$ cat src/rtl/expander_fifo_pkg.sv
// Shared constants for the expander FIFO: status-word bit positions and
// the write-1 command bits decoded from status_load/load_data.
package expander_fifo_pkg;

    localparam int DATA_W = 16;

    // Status word bit positions
    localparam int ST_OVF   = 15;
    localparam int ST_FULL  = 14;
    localparam int ST_EMPTY = 13;
    localparam int ST_UNF   = 12;

    // Command bits carried on load_data when status_load is strobed
    localparam int CMD_CLR_OVF = 15;
    localparam int CMD_FLUSH   = 14;
    localparam int CMD_CLR_UNF = 12;

    // Count occupies the low bits; it never exceeds AW+1 bits, so bits above stay zero.
    function automatic logic [DATA_W-1:0] pack_status(
        input logic       ovf,
        input logic       full,
        input logic       empty,
        input logic       unf,
        input logic [8:0] count
    );
        logic [DATA_W-1:0] s;
        s           = '0;
        s[8:0]      = count;
        s[ST_OVF]   = ovf;
        s[ST_FULL]  = full;
        s[ST_EMPTY] = empty;
        s[ST_UNF]   = unf;
        return s;
    endfunction

endpackage

$ cat src/rtl/expander_fifo_mem.sv
// FIFO storage: DEPTH x 16 array, synchronous write port, asynchronous read port.
// Contents are deliberately not reset; the controller masks the output when empty.
module fifo_mem
    import expander_fifo_pkg::*;
#(
    parameter int DEPTH = 16,
    parameter int AW    = $clog2(DEPTH)
) (
    input  logic              i_clk,
    input  logic              i_we,
    input  logic [AW-1:0]     i_waddr,
    input  logic [DATA_W-1:0] i_wdata,
    input  logic [AW-1:0]     i_raddr,
    output logic [DATA_W-1:0] o_rdata
);

    logic [DATA_W-1:0] r_mem [DEPTH];

    always_ff @(posedge i_clk) begin
        if (i_we) begin
            r_mem[i_waddr] <= i_wdata;
        end
    end

    assign o_rdata = r_mem[i_raddr];

endmodule

$ cat src/rtl/expander_fifo.sv
// Show-ahead FIFO presented to a bus expander as a data register (pop on read)
// and a status register (sticky flags, write-1-to-clear, flush command).
module expander_fifo
    import expander_fifo_pkg::*;
#(
    parameter int DEPTH = 16,
    parameter int AW    = $clog2(DEPTH)
) (
    input  logic              sysclk,
    input  logic              sysreset,
    input  logic [DATA_W-1:0] in_data,
    input  logic              in_valid,
    output logic              in_ready,
    output logic [DATA_W-1:0] data_r,
    input  logic              data_read,
    output logic [DATA_W-1:0] status_r,
    input  logic              status_load,
    input  logic [DATA_W-1:0] load_data,
    output logic              not_empty
);

    localparam logic [AW:0] FULL_CNT = (AW+1)'(DEPTH);

    logic [AW-1:0]     r_wptr;
    logic [AW-1:0]     r_rptr;
    logic [AW:0]       r_count;
    logic              r_ovf;
    logic              r_unf;

    logic              w_full;
    logic              w_empty;
    logic              w_flush;
    logic              w_push;
    logic              w_pop;
    logic              w_ovf_set;
    logic              w_unf_set;
    logic              w_ovf_clr;
    logic              w_unf_clr;
    logic [DATA_W-1:0] w_rdata;
    logic [8:0]        w_count9;
    logic              w_unused;

    assign w_full    = (r_count == FULL_CNT);
    assign w_empty   = (r_count == '0);

    assign w_flush   = status_load & load_data[CMD_FLUSH];
    assign w_ovf_clr = status_load & load_data[CMD_CLR_OVF];
    assign w_unf_clr = status_load & load_data[CMD_CLR_UNF];

    // Flush discards any same-edge push/pop, but the error flags still record the attempt.
    assign w_push    = in_valid  & ~w_full  & ~w_flush;
    assign w_pop     = data_read & ~w_empty & ~w_flush;
    assign w_ovf_set = in_valid  & w_full;
    assign w_unf_set = data_read & w_empty;

    assign w_unused  = ^{load_data[13], load_data[11:0]};

    always_ff @(posedge sysclk or negedge sysreset) begin
        if (!sysreset) begin
            r_wptr  <= '0;
            r_rptr  <= '0;
            r_count <= '0;
            r_ovf   <= 1'b0;
            r_unf   <= 1'b0;
        end else begin
            if (w_flush) begin
                r_wptr  <= '0;
                r_rptr  <= '0;
                r_count <= '0;
            end else begin
                if (w_push) begin
                    r_wptr <= r_wptr + AW'(1);
                end
                if (w_pop) begin
                    r_rptr <= r_rptr + AW'(1);
                end
                case ({w_push, w_pop})
                    2'b10:   r_count <= r_count + (AW+1)'(1);
                    2'b01:   r_count <= r_count - (AW+1)'(1);
                    default: r_count <= r_count;
                endcase
            end
            r_ovf <= w_ovf_set | (r_ovf & ~w_ovf_clr);
            r_unf <= w_unf_set | (r_unf & ~w_unf_clr);
        end
    end

    fifo_mem #(
        .DEPTH (DEPTH),
        .AW    (AW)
    ) u_mem (
        .i_clk   (sysclk),
        .i_we    (w_push),
        .i_waddr (r_wptr),
        .i_wdata (in_data),
        .i_raddr (r_rptr),
        .o_rdata (w_rdata)
    );

    always_comb begin
        w_count9        = '0;
        w_count9[AW:0]  = r_count;
    end

    assign in_ready  = ~w_full;
    assign not_empty = ~w_empty;
    assign data_r    = w_empty ? '0 : w_rdata;
    assign status_r  = pack_status(r_ovf, w_full, w_empty, r_unf, w_count9);

endmodule
$ cat config.mk
export PLATFORM = sky130hd
export DESIGN_NAME = expander_fifo
export DESIGN_NICKNAME = d
export VERILOG_FILES = /design/src/rtl/expander_fifo_pkg.sv /design/src/rtl/expander_fifo_mem.sv /design/src/rtl/expander_fifo.sv
export SDC_FILE = /design/constraint.sdc
export NUM_CORES = 1
export LEC_CHECK = 0
export CAP_MARGIN = 20
export CORE_MARGIN = 2
export CORE_UTILIZATION = 44
export CTS_BUF_LIST = sky130_fd_sc_hd__clkbuf_4 sky130_fd_sc_hd__clkbuf_8
export DETAILED_ROUTE_END_ITERATION = 10
export PLACE_DENSITY = 0.64
export SLEW_MARGIN = 20
export SYNTH_ARGS = -nofsm -noshare
export SYNTH_HDL_FRONTEND = slang
export SYNTH_HIERARCHICAL = 1
export SYNTH_SLANG_ARGS = --single-unit
export TNS_END_PERCENT = 10
$ cat constraint.sdc
create_clock -name sysclk -period 4.8 [get_ports sysclk]
set_clock_uncertainty 0.15 [all_clocks]
set_input_delay 0.72 -clock sysclk [delete_from_list [all_inputs] [get_ports sysclk]]
set_output_delay 0.72 -clock sysclk [all_outputs]
set_load 0.01 [all_outputs]
# [Yosys cells after proc, flatten, opt, wreduce, memory -nomap -nowiden]
# Memory sizes are Yosys's and may differ from the RTL's.
# Cells that the tools add are included.
[totals] ff_bits=15 mem_bits_rw=256 input_bits=37 output_inout_bits=34 elab_cells=44 n_memories=1
[memory_table] memory="u_mem.r_mem" words=16 word_bits=16 rd=1 rd_clocked_by_memory_dff=0 write_ports=1 line_no="expander_fifo_mem.sv:17" source="logic [DATA_W-1:0] r_mem [DEPTH];"
[op_classes] addsub=4 eq_ne=3 muxes=9 bitwise=18 reduce_logical=4
[op_table] cell="2-to-1 mux 16 bit" n=1
[op_table] cell="2-to-1 mux 4 bit" n=4
[op_table] cell="bitwise AND 1 bit" n=11
[op_table] cell="case mux 5 bit (2 select lines)" n=1
[op_table] cell="adder 4 x 1 -> 4 bit (second input constant)" n=2
[op_table] cell="adder 5 x 1 -> 5 bit (second input constant)" n=1
[op_table] cell="== test 5 bit (second input constant)" n=1
[op_table] cell="zero test 5 bit" n=1
[op_table] cell="2-to-1 mux 5 bit" n=1
[op_table] cell="NOT 1 bit" n=5
[op_table] cell="subtractor 5 x 1 -> 5 bit (second input constant)" n=1
[op_table] cell="nonzero test 2 bit" n=2
[op_table] cell="nonzero test 3 bit" n=1
[op_table] cell="== test 2 x 1 -> 1 bit (second input constant)" n=1
[op_table] cell="== test 2 bit (second input constant)" n=1
[op_table] cell="2-to-1 mux 1 bit" n=2
[op_table] cell="OR 1 bit" n=2

# [Logic depth before layout (Yosys ltp)]
[logic_depth] ltp_word=7 ltp_mapped=10 ltp_nobuf=8

# [By module]
# Netlist, hierarchy kept.
[modules_own_cells] mod="fifo_mem" n_inst=1 cells_per_inst=416 area_each_um2=9723.1 seq_area_each_um2=7687.4
[modules_own_cells] mod="expander_fifo" n_inst=1 cells_per_inst=142 area_each_um2=1260.0 seq_area_each_um2=375.4

# [Least setup slack after synthesis]
# OpenSTA, ideal clock, no wires.
[synth_path] path_kind="input -> register" startpoint="input port in_valid" endpoint="memory u_mem.r_mem[0][0], enable pin" setup_ns=0.409 arrival_ns=3.203 required_time_ns=4.241 slack_ns=1.038 cell_stages=5 n_path_buf=1 cell_sequence="clkbuf_1 a21boi_0 and2_1 or3b_2 nor3_1"
[synth_via] elab_chain_cells=4
[synth_rtl] item="start, declared" line_no="expander_fifo.sv:12" source="input logic in_valid,"
[synth_rtl] item="bitwise AND 1 bit (2 in series)" line_no="expander_fifo.sv:51" source="assign w_push = in_valid & ~w_full & ~w_flush;"
[synth_rtl] item="named net w_push" line_no="expander_fifo.sv:33" source="logic w_push;"
[synth_rtl] item="2-to-1 mux 1 bit" line_no="expander_fifo_mem.sv:20" source="if (i_we) begin"
[synth_rtl] item="2-to-1 mux 1 bit (implied by the code)" line_no="expander_fifo_mem.sv:21" source="r_mem[i_waddr] <= i_wdata;"
[synth_rtl] item="end, declared" line_no="expander_fifo_mem.sv:17"
# The timed path passes the listed nets, and every way through them passes these cells.

# [Worst setup path in the final report]
[layout_path] startpoint="register r_rptr[0]" endpoint="output port data_r[9]"
[layout_via] elab_chain_cells=2
[layout_rtl] item="start, declared" line_no="expander_fifo.sv:25" source="logic [AW-1:0] r_rptr;"
[layout_rtl] item="start signal, assigned" line_no="expander_fifo.sv:75" source="r_rptr <= r_rptr + AW'(1);"
[layout_rtl] item="memory (16 x 16 bit)"
[layout_rtl] item="named net w_rdata[9]" line_no="expander_fifo.sv:39" source="logic [DATA_W-1:0] w_rdata;"
[layout_rtl] item="2-to-1 mux 16 bit" line_no="expander_fifo.sv:107" source="assign data_r = w_empty ? '0 : w_rdata;"
[layout_rtl] item="end, declared" line_no="expander_fifo.sv:14" source="output logic [DATA_W-1:0] data_r,"
# The timed path passes the listed nets, and every way through them passes these cells.

==> impl_metrics.ini <==
[floorplan]
die-height_um = 162.0
design.core.area_um2 = 24390
io_pins = 71
die_area_um2 = 26240
die_width_um = 162.0
rows = 57
start_util_pct = 45.03

[sta]
grt_setup_unrepaired = false
relSlewSlack_pct = 32.57
final-setup-viol-count = 0
worst_pin_slew_ns = 1.011
final-max-slew-violation-count = 0
hold_viol = 0
layout_worst_path_cycle_share_pct = 84.57
max_clock_freq_mhz = 246.3
final_period_minus_worst_setup_slack_ns = 4.059
setup_slack_ns = 0.7405
setup_tns_ns = 0
fin_worst_hold_slack_ns = 0.3422

[power]
leakage_nw = 4.161
powerDensity_nw_per_um2 = 522.3
irDropWorstVdd_mv = 0.2176
report.power.total_mw = 6.647

[hold_path]
worstHoldStart = r_unf
hold_path.class = flip-flop to flip-flop
min_delay_path_depth = 1

[clocking]
cts-root-buf = sky130_fd_sc_hd__clkbuf_8
cts_resized = 0
cts.path.max_buffers = 3
cts_inserted_buffers = 43
post-cts-setup-buffers = 0
clk_pin_slew_ns = 0.06
quantity_of_hold_fixing_buffers_added_after_cts = 0
clk-insertion-delay-late_ns = 0.54
tritoncts = done
cts_sinks = 271
cts-htree-levels = 2

[global_routing]
grt_util_met3_pct = 3.371
grt_antenna_before_repair = 0
grt_use_total_pct = 17.63
via_count_of_the_first_global_routing_pass = 5882
grtUsageMet1_pct = 23.21
grt-ovfl-total = 0
gr-usage-met2_pct = 29.81
global_route_wire_length_before_repair_um = 34330
top_usage_layer = met2
pin_count_of_the_biggest_net_entering_global_routing = 68

[cells_and_area]
antennaDiodeCount = 0
fin_cells = 998
layout.filler_cells = 1975
fin_area_um2 = 12730
most_frequent_cells_in_the_layout = 256 x sky130_fd_sc_hd__edfxtp_1, 54 x sky130_fd_sc_hd__mux4_2, 50 x sky130_fd_sc_hd__clkdlybuf4s50_1
layout-drive-gt1-share_pct = 25.37
mostFrequentLayoutCell = sky130_fd_sc_hd__edfxtp_1
areaGrowthSynthToFinish_pct = 15.88
final_core_utilization_pct = 52.18
finalNetCount = 684

[worst_setup_path]
critPathKind = flip-flop to output pin
arrival_ns = 3.19
ff2ff_path_depth = 6
crit_path_max_fanout = 18
timing.rr.start = r_count[1]
cp.required_ns = 3.93
worst_setup_path_end_kind = output pin
worst_setup_path_start_kind = flip-flop
crit_start = r_rptr[0]

[synth]
syn-cell-area_um2 = 10980
synthDistinctLibCells = 50
average_instance_area_after_synthesis_um2 = 19.68
yosysWarnings = 6
synth_cells = 558
synth.ff_latch_count = 271
synth-seq-area-share_pct = 73.41

[placement]
dp_hpwl_um = 12810
post_dp_cell_area_um2 = 11920
place_inst = 922
preCtsSetupSlack_ns = 1.013
gp_congestion = 0.7563
numPortBuffers = 50

[status]
outcome = complete, no violations

[drt]
wirelength_um = 22580
drt-wirelength-per-cell_um = 22.63
dr.first_iter.drc_count = 428
vias_per_cell = 5.570
vias = 5559
drt_first_pass_iters = 5
drc = 0
postRouteAntennaNets = 0

[flow_run]
max_cap_violations = 0
[report_power, final]
part	internal, mW	leakage (nW)	switching (mW)
logic	0.997	1.23	0.889
clock network	0.994	0.433	0.847
registers	2.75	2.50	0.170
total	4.74	4.16	1.91
[area by class of cell]
| cell class | count | area (um2) | share of cell area (%) |
|---|---|---|---|
| flip-flops and latches | 271 | 8068 | 63.39 |
| multi-input cells | 247 | 2714 | 21.32 |
| repair buffers | 75 | 713.2 | 5.604 |
| clock buffers | 56 | 689.4 | 5.417 |
| well taps | 324 | 405.4 | 3.185 |
| clock inverters | 20 | 118.9 | 0.9339 |
| inverters | 5 | 18.77 | 0.1475 |
[per-layer routing]
metal | wire length, um | vias up
met4 | 527 | 0
met5 | 0 | -
met1 | 9351 | 2892
met3 | 1324 | 39
li1 | - | 2447
met2 | 11380 | 181
[cells by family after synthesis]
logic type	after synthesis	share of synthesized area, %
other	1	0.03414
buffers and inverters	46	2.540
XOR/XNOR	5	0.3988
multiplexers	71	14.13
AO/OA/AOI/OAI	61	4.329
AND/OR/NAND/NOR	99	4.705
flip-flops	271	73.41
adder cells (fa/ha/maj)	4	0.4557
[synthesized netlist by cell type (all sizes together)]
library cell,number,share of area (%)
or4,1,0.10
ha,4,0.46
a21o,1,0.068
o2111ai,1,0.24
nand3,5,0.23
mux2i,5,0.46
nand2,24,0.82
edfxtp,256,70
and2,4,0.23
nor2,25,0.92
a21oi,4,0.18
and3,2,0.11
nor4,1,0.19
xor2,3,0.24
conb,1,0.034
inv,5,0.17
nand2b,4,0.23
or3,2,0.11
nand4b,1,0.080
o31a,1,0.080
mux4,64,13
nor3,7,0.32
a31oi,2,0.11
xnor2,2,0.16
o21a,2,0.14
a211oi,1,0.068
o2111a,1,0.10
nand3b,2,0.14
dfrtp,15,3.4
clkbuf,12,0.41
a22o,2,0.16
o21ai,5,0.26
nor2b,18,1.0
o41ai,2,0.23
o211ai,5,0.34
a21boi,1,0.068
a21bo,1,0.091
mux2,2,0.21
nand4,2,0.11
or3b,1,0.080
a22oi,32,2.2
buf,29,2.0
[worst paths after layout]
check                                           to  slack, ns
worst max-delay path                     data_r[9]       0.74
worst min-delay path                         r_unf       0.34
worst max register to register  u_mem/r_mem[9][10]       1.62
worst min register to register               r_unf       0.34
max in group asynchronous                r_rptr[0]       3.51
min in group asynchronous                r_rptr[3]       0.46
[flip-flops by register name, indices dropped and copies added (netlist names)]
register / cells
r_count: 5
r_ovf: 1
r_rptr: 4
r_unf: 1
r_wptr: 4
u_mem/r_mem: 256
[worst max-delay path, stage by stage, from the launching register on]
cell                              delay [ns]
sky130_fd_sc_hd__dfrtp_4                0.66
sky130_fd_sc_hd__buf_4                  0.39
sky130_fd_sc_hd__mux4_1                 0.61
sky130_fd_sc_hd__a22oi_1                0.23
sky130_fd_sc_hd__nand2_1                0.08
sky130_fd_sc_hd__nor2b_1                0.14
sky130_fd_sc_hd__clkdlybuf4s50_1        0.51
Power figures use the tool's default switching activity.
==> edit: new RTL, config.mk and constraints unchanged <==
`DATA_W`: 16 -> 18.
--- a/src/rtl/expander_fifo_pkg.sv
+++ b/src/rtl/expander_fifo_pkg.sv
@@ -3,5 +3,5 @@
 package expander_fifo_pkg;
 
-    localparam int DATA_W = 16;
+    localparam int DATA_W = 18;
 
     // Status word bit positions
Interface: changed (resized data_r, in_data, load_data and status_r); port bits go from 71 to 79. The function was not compared with the original's and may differ.
==> edit against the original RTL <==
- power rose by 12%
- wire length rose by 16%
- sequential cell count rose by 32
- area after synthesis rose by 11%
- global-route usage rose by 0.74 points
- setup slack got worse by 0.097 ns
- first-iteration DRC count rose by 23%
- worst hold slack improved by 0.012 ns
- final area rose by 12%
==> edit: results (changes against the original RTL) <==
- The flow ran to the end, and the final reports show no timing, DRC or antenna violations.
- The critical path's largest stage delay is 0.74 ns (+0.08 ns).
- Antenna violations before repair: 1 (+1)
* Worst IR drop on VDD: 0.195 mV (-10%)
- The static leakage power was 4.67 nW (+12%).
* Routability cong.: 0.761 (+0.60%)
- Cell variety after synth: 51 (+2.0%)
- The setup slack of the worst register-to-register path was 1.51 ns (-0.11 ns).
* Quantity of I/O buffers inserted on ports: 54 (+8.0%)
- The number of buffers inserted by post-CTS setup repair came to 0 (unchanged).
* Cell types with the largest area share after synthesis: sky130_fd_sc_hd__edfxtp_1 71%, sky130_fd_sc_hd__mux4_2 9.2%, sky130_fd_sc_hd__mux4_1 4.7%
- Post-Layout Inst Area: 14300 sq um (+12%)
- Number of DRC markers in iteration 0: 528 (+23%)
- The pin count of the biggest net entering global routing was 38 (-44%).
- Data arrival, critical path: 3.29 ns (+0.10 ns)
* Fraction of the yosys area taken by sequential cells: 73.7% (+0.28 points)
* First-pass GRT wire length: 38700 um (+13%)
* Max FFs per register: 288 (+13%)
- Number of non-filler instances in the completed layout: 1121 (+12%)
- The number of placed instances with taps included came to 1036 (+12%).
* Count of flip-flops with a built-in enable after synthesis: 288 (+13%)
- Post-synthesis async set-or-reset flop share: 4.95% (-0.58 points)
- Cell internal power dissipation: 0.00531 W (+12%)
- Slew at the pin with the worst max-slew slack: 0.861 ns (-0.150 ns)
* Worst slack at placement: 0.736 ns (-0.277 ns)
- After synthesis, the most frequently instantiated cells are 288 x sky130_fd_sc_hd__edfxtp_1, 50 x sky130_fd_sc_hd__mux4_2, 36 x sky130_fd_sc_hd__a22oi_1.
* Number of buffers created by CTS: 48 (+12%)
- The endpoint identified for the worst register-to-register timing path is u_mem/r_mem[1][7].
* Net count reported at finish: 753 (+10%)
- The number of fillers in the final layout was 2240 (+13%).
- Vias: 6118 (+10%)
- The half-perimeter wire length of the detailed placement result was 14900 um (+16%).
- The share of layout cells above drive strength 1 was 24.8% (-0.61 points).
- End point of the critical path: data_r[3]
* Placed cell area: 13300 sq um (+12%)
edit: critical path: cells and delay by family (launching register included):
kind                   cells  cell delay [ns]
AO/OA/AOI/OAI              1             0.25
buffers and inverters      2             0.84
flip-flops                 1             0.74
multiplexers               1             0.61
AND/OR/NAND/NOR            2             0.25
edit: how the worst min path moves through the flow:
stage | start | end | slack [ns]
global route | r_unf | r_unf | 0.40
floorplan | sysreset | r_count[0] | 0.27
CTS | r_unf | r_unf | 0.35
detailed placement | r_unf | r_unf | 0.33
finish | r_unf | r_unf | 0.35
global placement | r_ovf | r_ovf | 0.34
edit: logic make-up (layout without fill, tap and decap cells):
kind of cell,after synthesis,in the layout,share of synthesized area [%]
AOI/OAI and AO/OA,65,65,4.13
muxes,79,79,14.5
xor gates and xnor gates,5,5,0.358
and+or+nand+nor,103,103,4.32
other,1,9,0.0306
DFF,303,303,73.7
adders and majority gates,4,4,0.409
buffers and inverters,51,175,2.55
edit: final cells by class:
class                           count  share of cell area (%)
Inverter                            5                   0.132
Clock inverter                     17                   0.711
Sequential cell                   303                    63.3
Timing Repair Buffer               85                    5.69
Multi-Input combinational cell    265                    21.0
Tap cell                          378                    3.32
Clock buffer                       68                    5.78
edit: layer usage:
metal / routed length [um] / vias up / track usage (%)
li1: - / 2698 / -
met1: 10800 / 3194 / 23.9
met2: 13300 / 184 / 31.5
met3: 1590 / 40 / 3.86
met4: 418 / 2 / 5.05
met5: 13 / - / 0
edit: power by group through the flow:
stage	Sequential, W	Combinational [W]	Clock, W
floorplan	0.00321	0.00146	0
global placement	0.00333	0.00203	0
detailed placement	0.00334	0.00205	0
CTS	0.00329	0.00206	0.00215
global route	0.00331	0.00219	0.00227
finish	0.00328	0.00203	0.00210
